===== config.mk =====
export PLATFORM = sky130hd
export DESIGN_NAME = serial_add_ctrl
export DESIGN_NICKNAME = d
export VERILOG_FILES = /design/src/rtl/serial_add_pkg.sv /design/src/rtl/slice_adder.sv /design/src/rtl/serial_add_ctrl.sv
export SDC_FILE = /design/constraint.sdc
export NUM_CORES = 1
export LEC_CHECK = 0
export CORE_MARGIN = 3
export CORE_UTILIZATION = 50
export CTS_BUF_LIST = sky130_fd_sc_hd__clkbuf_16
export DETAILED_ROUTE_END_ITERATION = 8
export PLACE_DENSITY = 0.9
export SLEW_MARGIN = 20
export SYNTH_ARGS = -nofsm -noshare
export SYNTH_HDL_FRONTEND = slang
export SYNTH_SLANG_ARGS = --single-unit

===== constraint.sdc =====
create_clock -name clk -period 5.2 [get_ports clk]
set_input_delay 0.52 -clock clk [delete_from_list [all_inputs] [get_ports clk]]
set_output_delay 0.52 -clock clk [all_outputs]
set_load 0.02 [all_outputs]

===== src/rtl/serial_add_pkg.sv =====
// Shared definitions for the serial slice adder controller.
//   state_e   : 2-bit FSM encoding (IDLE / RUN / DONE)
//   WIDTH_DEF : default operand width
//   SLICE_DEF : default bits added per cycle
//   num_slices / idx_w : slice count and index-counter width helpers
package serial_add_pkg;

    localparam int WIDTH_DEF = 16;
    localparam int SLICE_DEF = 4;

    typedef enum logic [1:0] {
        IDLE = 2'd0,
        RUN  = 2'd1,
        DONE = 2'd2
    } state_e;

    function automatic int num_slices(int width, int slice);
        return width / slice;
    endfunction

    // A single-slice configuration still gets a 1-bit counter.
    function automatic int idx_w(int n);
        return (n > 1) ? $clog2(n) : 1;
    endfunction

endpackage


===== src/rtl/slice_adder.sv =====
// Combinational W-bit ripple-carry adder built from full adders.
//   x, y : W-bit addends
//   ci   : carry in
//   s    : W-bit sum
//   co   : carry out of the top bit
module slice_adder #(
    parameter int W = 4
) (
    input  logic [W-1:0] x,
    input  logic [W-1:0] y,
    input  logic         ci,
    output logic [W-1:0] s,
    output logic         co
);

    logic [W:0] c;

    assign c[0] = ci;

    for (genvar i = 0; i < W; i++) begin : g_fa
        assign s[i]   = x[i] ^ y[i] ^ c[i];
        assign c[i+1] = (x[i] & y[i]) | (x[i] & c[i]) | (y[i] & c[i]);
    end

    assign co = c[W];

endmodule


===== src/rtl/serial_add_ctrl.sv =====
// Serial add/subtract controller: runs one SLICE-bit adder over WIDTH-bit
// operands, LSB slice first, one slice per clock, carry registered between
// slices. WIDTH must be a multiple of SLICE.
//   clk, rst            : clock, synchronous active-high reset
//   in_valid / in_ready : operand handshake (ready only in IDLE)
//   a, b, cin, sub      : operands; sub=1 computes a-b and ignores cin
//   out_valid/out_ready : result handshake, result held until accepted
//   sum, cout           : result and carry out of the MSB slice
//   busy                : high in RUN or DONE
module serial_add_ctrl
    import serial_add_pkg::*;
#(
    parameter int WIDTH = WIDTH_DEF,
    parameter int SLICE = SLICE_DEF
) (
    input  logic             clk,
    input  logic             rst,
    input  logic             in_valid,
    output logic             in_ready,
    input  logic [WIDTH-1:0] a,
    input  logic [WIDTH-1:0] b,
    input  logic             cin,
    input  logic             sub,
    output logic             out_valid,
    input  logic             out_ready,
    output logic [WIDTH-1:0] sum,
    output logic             cout,
    output logic             busy
);

    localparam int N     = num_slices(WIDTH, SLICE);
    localparam int IDX_W = idx_w(N);

    state_e            state_q, state_d;
    logic [WIDTH-1:0]  a_q, a_d;
    logic [WIDTH-1:0]  b_q, b_d;
    logic [WIDTH-1:0]  sum_q, sum_d;
    logic              carry_q, carry_d;
    logic              cout_q, cout_d;
    logic [IDX_W-1:0]  idx_q, idx_d;

    logic [SLICE-1:0]  slice_x, slice_y, slice_s;
    logic              slice_co;

    assign slice_x = a_q[idx_q*SLICE +: SLICE];
    assign slice_y = b_q[idx_q*SLICE +: SLICE];

    slice_adder #(.W(SLICE)) u_slice (
        .x  (slice_x),
        .y  (slice_y),
        .ci (carry_q),
        .s  (slice_s),
        .co (slice_co)
    );

    always_comb begin
        state_d = state_q;
        a_d     = a_q;
        b_d     = b_q;
        sum_d   = sum_q;
        carry_d = carry_q;
        cout_d  = cout_q;
        idx_d   = idx_q;
        unique case (state_q)
            IDLE: begin
                if (in_valid) begin
                    // Subtract as a + ~b + 1: invert b here, inject the +1
                    // through the initial carry.
                    a_d     = a;
                    b_d     = b ^ {WIDTH{sub}};
                    carry_d = sub ? 1'b1 : cin;
                    idx_d   = '0;
                    state_d = RUN;
                end
            end
            RUN: begin
                for (int k = 0; k < N; k++) begin
                    if (idx_q == IDX_W'(k)) sum_d[k*SLICE +: SLICE] = slice_s;
                end
                carry_d = slice_co;
                if (idx_q == IDX_W'(N-1)) begin
                    cout_d  = slice_co;
                    idx_d   = '0;
                    state_d = DONE;
                end else begin
                    idx_d = idx_q + 1'b1;
                end
            end
            DONE: begin
                if (out_ready) state_d = IDLE;
            end
            default: state_d = IDLE;
        endcase
    end

    always_ff @(posedge clk) begin
        if (rst) begin
            state_q <= IDLE;
            a_q     <= '0;
            b_q     <= '0;
            sum_q   <= '0;
            carry_q <= 1'b0;
            cout_q  <= 1'b0;
            idx_q   <= '0;
        end else begin
            state_q <= state_d;
            a_q     <= a_d;
            b_q     <= b_d;
            sum_q   <= sum_d;
            carry_q <= carry_d;
            cout_q  <= cout_d;
            idx_q   <= idx_d;
        end
    end

    assign in_ready  = (state_q == IDLE);
    assign out_valid = (state_q == DONE);
    assign busy      = (state_q != IDLE);
    assign sum       = sum_q;
    assign cout      = cout_q;

endmodule


======== Yosys cells after proc, flatten, opt, wreduce, memory -nomap -nowiden ========
Cells that the tools add are included.
storage, ports and cells
  register bits ........................... 54
  latch bits .............................. 0
  memory bits (writable) .................. 0
  ROM bits ................................ 0
  input bits .............................. 38
  output and inout port bits .............. 20
  memories ................................ 0
operators by class
  $add $sub $neg .......................... 1
  multiply operators ...................... 0
  divide/modulo/power cells ............... 0
  order comparisons ....................... 0
  equality and inequality tests ........... 8
  shifts and indexed selects .............. 2
  mux-type cells .......................... 10
  bitwise operators ....................... 29
  reductions and logical operators ........ 11
operator list
  operator                                                          number
  16-bit by 5-bit variable part select with 4-bit output            2
  16-bit bitwise XOR                                                1
  1-bit AND                                                         12
  2-bit AND reduction                                               6
  2-bit two-way mux                                                 5
  1-bit bitwise OR                                                  8
  1-bit bitwise XOR                                                 8
  2-bit == test (second input constant)                             3
  2-bit case mux with 3 select lines                                1
  2-bit by 1-bit == test with 1-bit output (second input constant)  2
  2-bit zero test                                                   2
  2-bit != test (second input constant)                             2
  2-bit case mux with 2 select lines                                1
  2-bit nonzero test                                                2
  3-bit AND reduction                                               1
  2-bit by 1-bit adder with 2-bit output (second input constant)    1
  1-bit two-way mux                                                 2
  2-bit by 1-bit != test with 1-bit output (second input constant)  1
  1-bit case mux with 2 select lines                                1

======== Depth between registers and ports, before layout ========
Gate-level depths: netlist (run 1).
  word-level depth ........................ 14
  gate-level depth with buffers ........... 9
  mapped depth without buffers ............ 8

======== Cells and area by module ========
From an unflattened synthesis (run 1), not the netlist that was laid out.
second synthesis, totals
  cell total of the unflattened synthesis .. 257
  area, all modules ....................... 2,463.6 um^2
by module, submodules not included
  module           instances  cells an instance  area an instance (um^2)  sequential area each (um^2)
  serial_add_ctrl  1          243                2,346.0                  1,081.0
  slice_adder      1          14                 117.6                    0.0

======== Worst setup path before layout (run 1) ========
OpenSTA, ideal clock, no wires.
  path kind ............................... reg-to-reg
  from .................................... reg idx_q[0]
  to ...................................... reg sum_q[11], in the netlist sum[11]
  arrival ................................. 3,206 ps
  data required time ...................... 5,129 ps
  setup slack ............................. 1,924 ps
  stages on the path, launching flop included .. 10
  path buffers ............................ 1
  period minus slack after synthesis ...... 3,276 ps
  cells stage by stage .................... dfxtp_1 buf_2 mux4_2 fa_1 fa_1 fa_1 inv_1 fa_1 or2_2 a21oi_1
on the way
  cells in the longest elaborated chain, start to end .. 11
RTL lines
  what                                                                       line                                          RTL
  start: declaration                                                         serial_add_ctrl.sv:40                         logic [IDX_W-1:0] idx_q, idx_d;
  start signal: assignment                                                   serial_add_ctrl.sv:112                        idx_q <= idx_d;
  16-bit by 5-bit variable part select with 4-bit output (on tied branches)  serial_add_ctrl.sv:45, serial_add_ctrl.sv:46
  1-bit AND                                                                  slice_adder.sv:22                             assign c[i+1] = (x[i] & y[i]) | (x[i] & c[i]) | (y[i] & c[i]);
  1-bit bitwise OR (2 in a row)                                              slice_adder.sv:22
  1-bit AND                                                                  slice_adder.sv:22
  1-bit bitwise OR (2 in a row)                                              slice_adder.sv:22
  1-bit AND                                                                  slice_adder.sv:22
  1-bit bitwise OR (2 in a row)                                              slice_adder.sv:22
  1-bit bitwise XOR                                                          slice_adder.sv:21                             assign s[i] = x[i] ^ y[i] ^ c[i];
  end signal: assignment                                                     serial_add_ctrl.sv:109                        sum_q <= sum_d;
  end: declaration                                                           serial_add_ctrl.sv:37                         logic [WIDTH-1:0] sum_q, sum_d;
Several ways; a longest one is shown, not always the timed one.
A chain may end at the register's enable or synchronous reset.

======== Worst setup path after layout (run 1) ========
Same ends and word-level chain as after synthesis.

==> results_dict.tcl, run 1 <==
set metrics [dict create \
    seqCellArea_mm2 0.001081 \
    synth_top_cells_by_count "dfxtp_1 (54), nand2_1 (36), nor2_1 (32)" \
    hold_buffers 0 \
    htreeDepth 2 \
    post_cts_buffers 0 \
    async_flop_share 0 \
    hold_viol 0 \
    synth_area_leaders "dfxtp_1 (43%), mux4_2 (7.2%), xnor2_1 (5.6%), nand2_1 (5.4%), mux2i_1 (5.2%)" \
    num-nets-final 346 \
    multi_input_area_mm2 0.001276 \
    synth_nets 301 \
    cts-root-buf "clkbuf_16" \
    synth_edf_count 0 \
    wl_per_cell_um 13.34 \
    cp_max_fo 13 \
    ys_warn_count 0 \
    die_w_um 76.83 \
    yosysTopAreaCell "dfxtp_1" \
    grt_max_degree 56 \
    clkLatencyLatePin_ns 0.29 \
    ant_nets 0 \
    yosysMostFrequentCell "dfxtp_1" \
    num_rows 25 \
    stdcell_count 368 \
    tritoncts "yes" \
    leakagePower_nw 1.212 \
    slew_headroom 0.3598 \
    initial_utilization 0.5242 \
    hp-start "a_q[15]$_SDFFE_PP0P_" \
    fill_cells 382 \
    synthFlopType "dfxtp_1" \
    gp_congestion 0.7546 \
    netlist_area_mm2 0.002509 \
    io_buffers 57 \
    dieHeight_um 76.83 \
    hold-path-endpoint "a_q[15]$_SDFFE_PP0P_" \
    wl_mm 4.909 \
    coreArea_mm2 0.004786 \
    drt-initial-drc-count 111 \
    clock_sinks 54 \
    synthCells 255 \
    post-route-drc-count 0 \
    clk_pin_slew_worst_paths_ns 0.07 \
    synth-seq-cells 54 \
    cp-end-kind "flip-flop" \
    finalSetupTns_ns 0 \
    die_area_mm2 0.005903 \
    ir_worst_vdd_mv 0.1788 \
    cp.arrival_ns 3.78 \
    hpwl_mm 3.572 \
    hold_slack_ns 0.4583 \
    r2r_end "sum[11]$_SDFFE_PP0P_" \
    synth-seq-area-share 0.4309 \
    criticalPathCategory "reg2reg" \
    cts-buffers-inserted 5 \
    min_path_type "reg2reg" \
    antennaDiodeCount 0 \
    antenna_found_initial 0 \
    cp-start-kind "flip-flop" \
    post-route-util 0.6672 \
    max_freq_ghz 0.2802 \
    dpl.cell_count 360 \
    grt_pass1_vias 1843 \
    ctsLongestPathBuffers 2 \
    maxCapViolations 0 \
    critPathRequiredTime_ns 5.41 \
    worstMarginPinSlew_ns 0.9603 \
    yosysTopAreaCellShare 0.4309 \
    cts-resized-gates 0 \
    fin_crit_ns 3.569 \
    drive_above_1_share 0.09302 \
    rrSetupSlack_ns 1.63 \
    reg2regPathDepth 8 \
    final-max-slew-violation-count 0 \
    synth_area_per_cell_um2 9.838 \
    fin_crit_sh 0.6864 \
    track_usage 0.1783 \
    vias 1867 \
    grt-ovfl-total 0 \
    cellPowerDensity_mw_per_mm2 293.6 \
    status "finished clean" \
    netlist-cell-type-count 34 \
    firstDrtPassIters 4 \
    setup_violations 0 \
    skew_ns 0.004405 \
    syn_to_final_growth_pct 27.28 \
    viasPerCell 5.073 \
    rsz0062_at_grt "false" \
    worstReg2RegStart "idx_q[0]$_SDFFE_PP0P_" \
    worstHoldPathCells 2 \
    io_pins 58 \
    grt_first_pass_wirelength_mm 8.459 \
]
## per-stage QoR
| stage | setup WS (ns) | total power, mW | area [um^2] |
|---|---|---|---|
| after floorplan | 1.924 | 0.5643 | 2509 |
| after global placement | 1.754 | 0.6138 | 3048 |
| after global routing | 1.431 | 0.9777 | 3193 |
| after detailed placement | 1.639 | 0.6191 | 3048 |
| after CTS | 1.622 | 0.9451 | 3193 |
| final | 1.631 | 0.9375 | 3193 |
## critical path, stage by stage (launching register included)
cell and delay [ns]:
dfxtp_1 0.71, mux4_2 0.60, fa_1 0.41, fa_1 0.39, fa_1 0.37, inv_1 0.08
fa_1 0.46, or2_2 0.32, a21oi_1 0.14
## state kept, by name, summed over array words and instances (netlist names)
register	count
carry_q	1
state_q	2
sum	16
a_q	16
b_q	16
idx_q	2
cout	1
## worst max path at each step
stage                          start                   end  slack [ns]
6_report       idx_q[0]$_SDFFE_PP0P_  sum[11]$_SDFFE_PP0P_        1.63
5_1_grt        idx_q[0]$_SDFFE_PP0P_  sum[11]$_SDFFE_PP0P_        1.43
4_1_cts        idx_q[0]$_SDFFE_PP0P_  sum[11]$_SDFFE_PP0P_        1.62
3_5_place_dp   idx_q[0]$_SDFFE_PP0P_  sum[11]$_SDFFE_PP0P_        1.64
3_3_place_gp   idx_q[0]$_SDFFE_PP0P_  sum[11]$_SDFFE_PP0P_        1.75
2_1_floorplan  idx_q[0]$_SDFFE_PP0P_  sum[11]$_SDFFE_PP0P_        1.92
## per-layer routing
metal | part of all wire | wire length [um] | GRT usage | vias to the layer above
li1 | - | - | - | 943
met1 | 0.43 | 2123 | 0.2139 | 865
met2 | 0.50 | 2479 | 0.3057 | 52
met3 | 0.048 | 234 | 0.04812 | 7
met4 | 0.015 | 72 | 0.06341 | 0
met5 | 0 | 0 | 0 | -
## cell usage in the layout, fill, tap and decap left out, types with 2 or more instances in the layout
master           Yosys  layout
or2_1                2       2
clkbuf_16            0       5
nand2_1             36      36
ha_1                 4       4
dfxtp_1             54      54
a211oi_2             2       2
xnor2_1             16      16
clkdlybuf4s50_1      0      56
a211oi_1            16      16
a21oi_1             21      21
nand3b_2             2       2
nor2_1              32      32
fa_1                 4       4
mux2i_1             13      13
inv_1                9       9
or2_2                2       2
mux4_2               8       8
## power by group
group	internal [mW]	switching (mW)
logic	0.0817	0.0703
clock network	0.179	0.149
registers	0.438	0.0196
## area by class of cell
class | instances | area share
multi-input cells | 172 | 0.3997
repair buffers | 58 | 0.1795
flip-flops and latches | 54 | 0.3386
well taps | 67 | 0.02625
clock buffers | 5 | 0.03918
clock inverters | 3 | 0.006270
inverters | 9 | 0.01058
## kinds of logic after synthesis
| logic type | count (synthesis) | synth area share |
|---|---|---|
| simple gates | 83 | 0.1591 |
| flops | 54 | 0.4309 |
| compound gates | 43 | 0.1112 |
| buf+inv | 29 | 0.06284 |
| mux | 22 | 0.1282 |
| xor+xnor | 16 | 0.05586 |
| fa+ha+maj | 8 | 0.05187 |
No activity file was read; power rests on OpenSTA's default activity.
==> run 2: changes to the inputs <==
==> constraint.sdc (replaced) <==
create_clock -name clk -period 3.3 [get_ports clk]
set_input_delay 0.33 -clock clk [delete_from_list [all_inputs] [get_ports clk]]
set_output_delay 0.33 -clock clk [all_outputs]
set_load 0.02 [all_outputs]
==> results_dict.tcl, run 2 (synthesis gave the netlist of run 1 again) <==
set metrics [dict create \
    place_worst_setup_slack_ns 0.05594 \
    status "finished clean" \
    crit_start "idx_q[0]$_SDFFE_PP0P_" \
    worst_path_most_repeated_cell "fa_1" \
    grt-ovfl-total 0 \
    drive_above_1_share 0.1180 \
    ant_nets 0 \
    grt_first_pass_wirelength_mm 9.032 \
    drt-initial-drc-count 99 \
    post_cts_buffers 0 \
    num-nets-final 351 \
    power.switching_uw 379.4 \
    r2r_end "sum[11]$_SDFFE_PP0P_" \
    final_cell_mix "clkdlybuf4s50_1 (56), dfxtp_1 (52), nand2_1 (36)" \
    leakagePower_nw 1.251 \
    htreeDepth 2 \
    hold-path-endpoint "sum[7]$_SDFFE_PP0P_" \
    hp-start "sum[7]$_SDFFE_PP0P_" \
    cp-end-kind "flip-flop" \
    maxCapViolations 0 \
    setup_violations 0 \
    p_seq_frac 0.461 \
    clk_pin_slew_worst_paths_ns 0.07 \
    worstReg2RegStart "idx_q[0]$_SDFFE_PP0P_" \
    wl_per_cell_um 14.48 \
    worstHoldPathCells 2 \
    clockPowerShare 0.376 \
    sw_frac_of_total 0.2434 \
    p_comb_frac 0.162 \
    final-max-slew-violation-count 0 \
    tritoncts "yes" \
    rrSetupSlack_ns 0.15 \
    max_stage_delay_ns 0.52 \
    hold_viol 0 \
    fin_crit_ns 3.155 \
    cellPowerDensity_mw_per_mm2 478.6 \
    firstDrtPassIters 4 \
    dieHeight_um 76.83 \
    track_usage 0.1929 \
    path_buf_inv 1 \
    worstMarginPinSlew_ns 0.9737 \
    criticalPathCategory "reg2reg" \
    cp-start-kind "flip-flop" \
    cp.arrival_ns 3.37 \
    cts-buffers-inserted 5 \
    io_pins 58 \
    coreArea_mm2 0.004786 \
    ctsLongestPathBuffers 2 \
    max_freq_ghz 0.3170 \
    num_rows 25 \
    hpwl_mm 3.964 \
    gp_congestion 0.8149 \
    critPathRequiredTime_ns 3.51 \
    vias 1924 \
    final_common_cell "clkdlybuf4s50_1" \
    io_buffers 57 \
    viasPerCell 5.172 \
    reg2regPathDepth 8 \
    skew_ns 0.004572 \
    antenna_found_initial 0 \
    finalSetupTns_ns 0 \
    wl_mm 5.388 \
    grt_max_degree 56 \
    dpl.cell_count 365 \
    power_mw 1.559 \
    cts-root-buf "clkbuf_16" \
    post-route-drc-count 0 \
    syn_to_final_growth_pct 29.83 \
    initial_utilization 0.5242 \
    die_area_mm2 0.005903 \
    cp_max_fo 5 \
    finalWorstSetupSlack_ns 0.1453 \
    crit_family "adder cells" \
    clock_sinks 54 \
    antennaDiodeCount 0 \
    min_path_type "reg2reg" \
    rsz0062_at_grt "false" \
    slew_headroom 0.3509 \
    grt_pass1_vias 1947 \
    ir_worst_vdd_mv 0.2407 \
    die_w_um 76.83 \
    clkLatencyLatePin_ns 0.29 \
    crit_chain "mux4_2 -> fa_1 -> fa_1 -> fa_1 -> inv_1 -> fa_2 -> or2_2 -> a21oi_1" \
    stdcell_count 372 \
    fin_crit_sh 0.9560 \
    cell_internal_pwr_mw 1.179 \
    critPathSlowestCell "mux4_2" \
]
## run 2: how the worst max path moves through the flow
stage	to	slack, ns	cells after the start
floorplan	sum[11]$_SDFFE_PP0P_	0.02	9
global placement	sum[11]$_SDFFE_PP0P_	0.13	8
detailed placement	sum[11]$_SDFFE_PP0P_	0.06	8
CTS	sum[11]$_SDFFE_PP0P_	0.02	8
global route	sum[11]$_SDFFE_PP0P_	0.02	8
finish	sum[11]$_SDFFE_PP0P_	0.15	8
## run 2: area by class of cell
type / instances / area (um^2)
Clock buffer: 5 / 125.1
Clock inverter: 2 / 38.79
Fill cell: 377 / 1529
Inverter: 9 / 33.78
Multi-Input combinational cell: 172 / 1279
Sequential cell: 54 / 1086
Tap cell: 67 / 83.83
Timing Repair Buffer: 63 / 610.6
## run 2: stage by stage
stage	instance area, um^2	hold WS, ns	util
finish	3257	0.4553	0.6805
global route	3257	0.4872	0.6805
CTS	3249	0.4589	0.6790
detailed placement	3085	0.4496	0.6447
global placement	3085	0.4422	0.6447
floorplan	2509	0.4331	-
## run 2: per-layer routing
layer  vias up  GRT usage  wire length [um]
met5         -          0                 0
met4         0    0.07609               110
met3        10    0.05047               299
met2        71     0.3441              2808
li1        965          -                 -
met1       878     0.2177              2170
## run 2: timing repair
action                     in CTS  in global routing
hold buffers                    0                  0
setup endpoints to repair       0                  3
gates resized for setup         0                  4
## run 2: worst register-to-register path: cells and delay by family, from the launching register on
kind | cells | cell delay [ns]
adders and majority gates | 4 | 1.65
muxes | 1 | 0.52
DFF | 1 | 0.38
and+or+nand+nor | 1 | 0.31
AOI/OAI and AO/OA | 1 | 0.14
buffers and inverters | 1 | 0.08
## run 2: power by group through the flow
| stage | Clock, mW | Combinational, mW | Sequential [mW] |
|---|---|---|---|
| 2_1_floorplan | 0 | 0.162 | 0.727 |
| 3_3_place_gp | 0 | 0.244 | 0.730 |
| 3_5_place_dp | 0 | 0.252 | 0.733 |
| 4_1_cts | 0.590 | 0.254 | 0.719 |
| 5_1_grt | 0.618 | 0.277 | 0.723 |
| 6_report | 0.586 | 0.253 | 0.719 |
==> run 3: changes to the inputs <==
--- a/config.mk
+++ b/config.mk
@@ -5,7 +5,6 @@
 export SDC_FILE = /design/constraint.sdc
 export NUM_CORES = 1
 export LEC_CHECK = 0
-export CORE_MARGIN = 3
 export CORE_UTILIZATION = 50
 export CTS_BUF_LIST = sky130_fd_sc_hd__clkbuf_16
 export DETAILED_ROUTE_END_ITERATION = 8
==> results_dict.tcl, run 3 (synthesis gave the netlist of run 1 again) <==
set metrics [dict create \
    crit_family "adder cells" \
    wl_met2_mm 2.562 \
    final_common_cell "clkdlybuf4s50_1" \
    skew_ns 0.007574 \
    finalSetupTns_ns 0 \
    wl_met1_mm 2.173 \
    criticalPathCategory "reg2reg" \
    antenna_found_initial 0 \
    vias 1890 \
    grt_max_degree 56 \
    dpl.cell_count 364 \
    final-max-slew-violation-count 0 \
    highest_layer "met4" \
    stdcell_count 372 \
    cp-end-kind "flip-flop" \
    worstHoldPathCells 2 \
    hold_viol 0 \
    max_stage_delay_ns 0.52 \
    viasPerCell 5.081 \
    io_buffers 57 \
    slew_headroom 0.3569 \
    reg2regPathDepth 8 \
    cts-root-buf "clkbuf_16" \
    wl_per_cell_um 13.53 \
    gp_congestion 0.8111 \
    ir_worst_vdd_mv 0.3449 \
    crit_chain "mux4_2 -> fa_1 -> fa_1 -> fa_1 -> inv_1 -> fa_1 -> or2_2 -> a21oi_1" \
    antennaDiodeCount 0 \
    worst_path_most_repeated_cell "fa_1" \
    grt-ovfl-total 0 \
    status "finished clean" \
    path_buf_inv 1 \
    worstMarginPinSlew_ns 0.9646 \
    drt-initial-drc-count 112 \
    final_cell_mix "clkdlybuf4s50_1 (56), dfxtp_1 (53), nand2_1 (36)" \
    post-route-util 0.6737 \
    setup_violations 0 \
    clk_pin_slew_worst_paths_ns 0.07 \
    ant_nets 0 \
    cts-buffers-inserted 5 \
    cp.depth 8 \
    num_rows 25 \
    max_freq_ghz 0.3183 \
    met3WireLength_um 186 \
    critPathRequiredTime_ns 3.52 \
    cellPowerDensity_mw_per_mm2 460.7 \
    wl_mm 5.033 \
    fill_cells 376 \
    cp_max_fo 4 \
    die_area_mm2 0.005304 \
    dieHeight_um 72.83 \
    hpwl_mm 3.702 \
    num-nets-final 350 \
    cp-start-kind "flip-flop" \
    rsz0062_at_grt "false" \
    critPathSlowestCell "mux4_2" \
    fin_crit_ns 3.142 \
    fin_crit_sh 0.9521 \
    io_pins 58 \
    syn_to_final_growth_pct 28.53 \
    initial_utilization 0.5242 \
    die_w_um 72.83 \
    tritoncts "yes" \
    drive_above_1_share 0.1082 \
    cp.arrival_ns 3.36 \
    track_usage 0.2080 \
    coreArea_mm2 0.004786 \
    maxCapViolations 0 \
    grt_pass1_vias 1799 \
    firstDrtPassIters 4 \
    grt_first_pass_wirelength_mm 8.266 \
    ctsLongestPathBuffers 2 \
    leakagePower_nw 1.233 \
    min_path_type "reg2reg" \
    htreeDepth 2 \
    clkLatencyLatePin_ns 0.30 \
    post-route-drc-count 0 \
    clock_sinks 54 \
]
[run 3: stage by stage]
stage	worst slack [ns]	cell area (um^2)	power, mW	hold slack (ns)
2_1_floorplan	0.02363	2509	0.8892	0.4331
5_1_grt	0.06438	3224	1.548	0.4695
3_5_place_dp	0.1295	3078	0.9833	0.4485
3_3_place_gp	0.1656	3078	0.9720	0.4440
6_report	0.1581	3224	1.485	0.4536
4_1_cts	0.08947	3223	1.494	0.4577
[run 3: path summary, 6_finish.rpt]
check	from	endpoint	slack [ns]
setup / recovery	idx_q[0]$_SDFFE_PP0P_	sum[11]$_SDFFE_PP0P_	0.16
hold / removal	sum[7]$_SDFFE_PP0P_	sum[7]$_SDFFE_PP0P_	0.45
setup reg to reg	idx_q[0]$_SDFFE_PP0P_	sum[11]$_SDFFE_PP0P_	0.16
hold reg to reg	sum[7]$_SDFFE_PP0P_	sum[7]$_SDFFE_PP0P_	0.45
[run 3: repair_timing]
| item | CTS | global route |
|---|---|---|
| gates resized for setup | 0 | 1 |
| hold buffers | 0 | 0 |
| buffers inserted | 0 | 0 |
| endpoints found under the setup margin | 0 | 1 |
[run 3: area by class of cell]
cell class	count	area [um^2]	area share
clock buffer	5	125.1	0.03880
clock inverter	3	20.02	0.006209
inverter	9	33.78	0.01048
multi-input combinational	172	1276	0.3958
sequential	54	1082	0.3357
tap	67	83.83	0.02600
timing repair buffer	62	603.1	0.1870
[run 3: routing by layer]
layer	GRT usage	vias up
li1	-	951
met2	0.3562	55
met3	0.04972	11
met4	0.09368	0
met5	0	-
met1	0.2478	873
[run 3: power by group]
group          switching, mW  internal, mW
registers             0.0274         0.690
clock network          0.236         0.281
logic                  0.118         0.132
total                  0.381          1.10
[run 3: worst register-to-register path, cell delays in order (launching register included)]
cell and delay [ns]:
dfxtp_2 0.38, mux4_2 0.52, fa_1 0.41, fa_1 0.39, fa_1 0.39, inv_1 0.08
fa_1 0.46, or2_2 0.31, a21oi_1 0.11
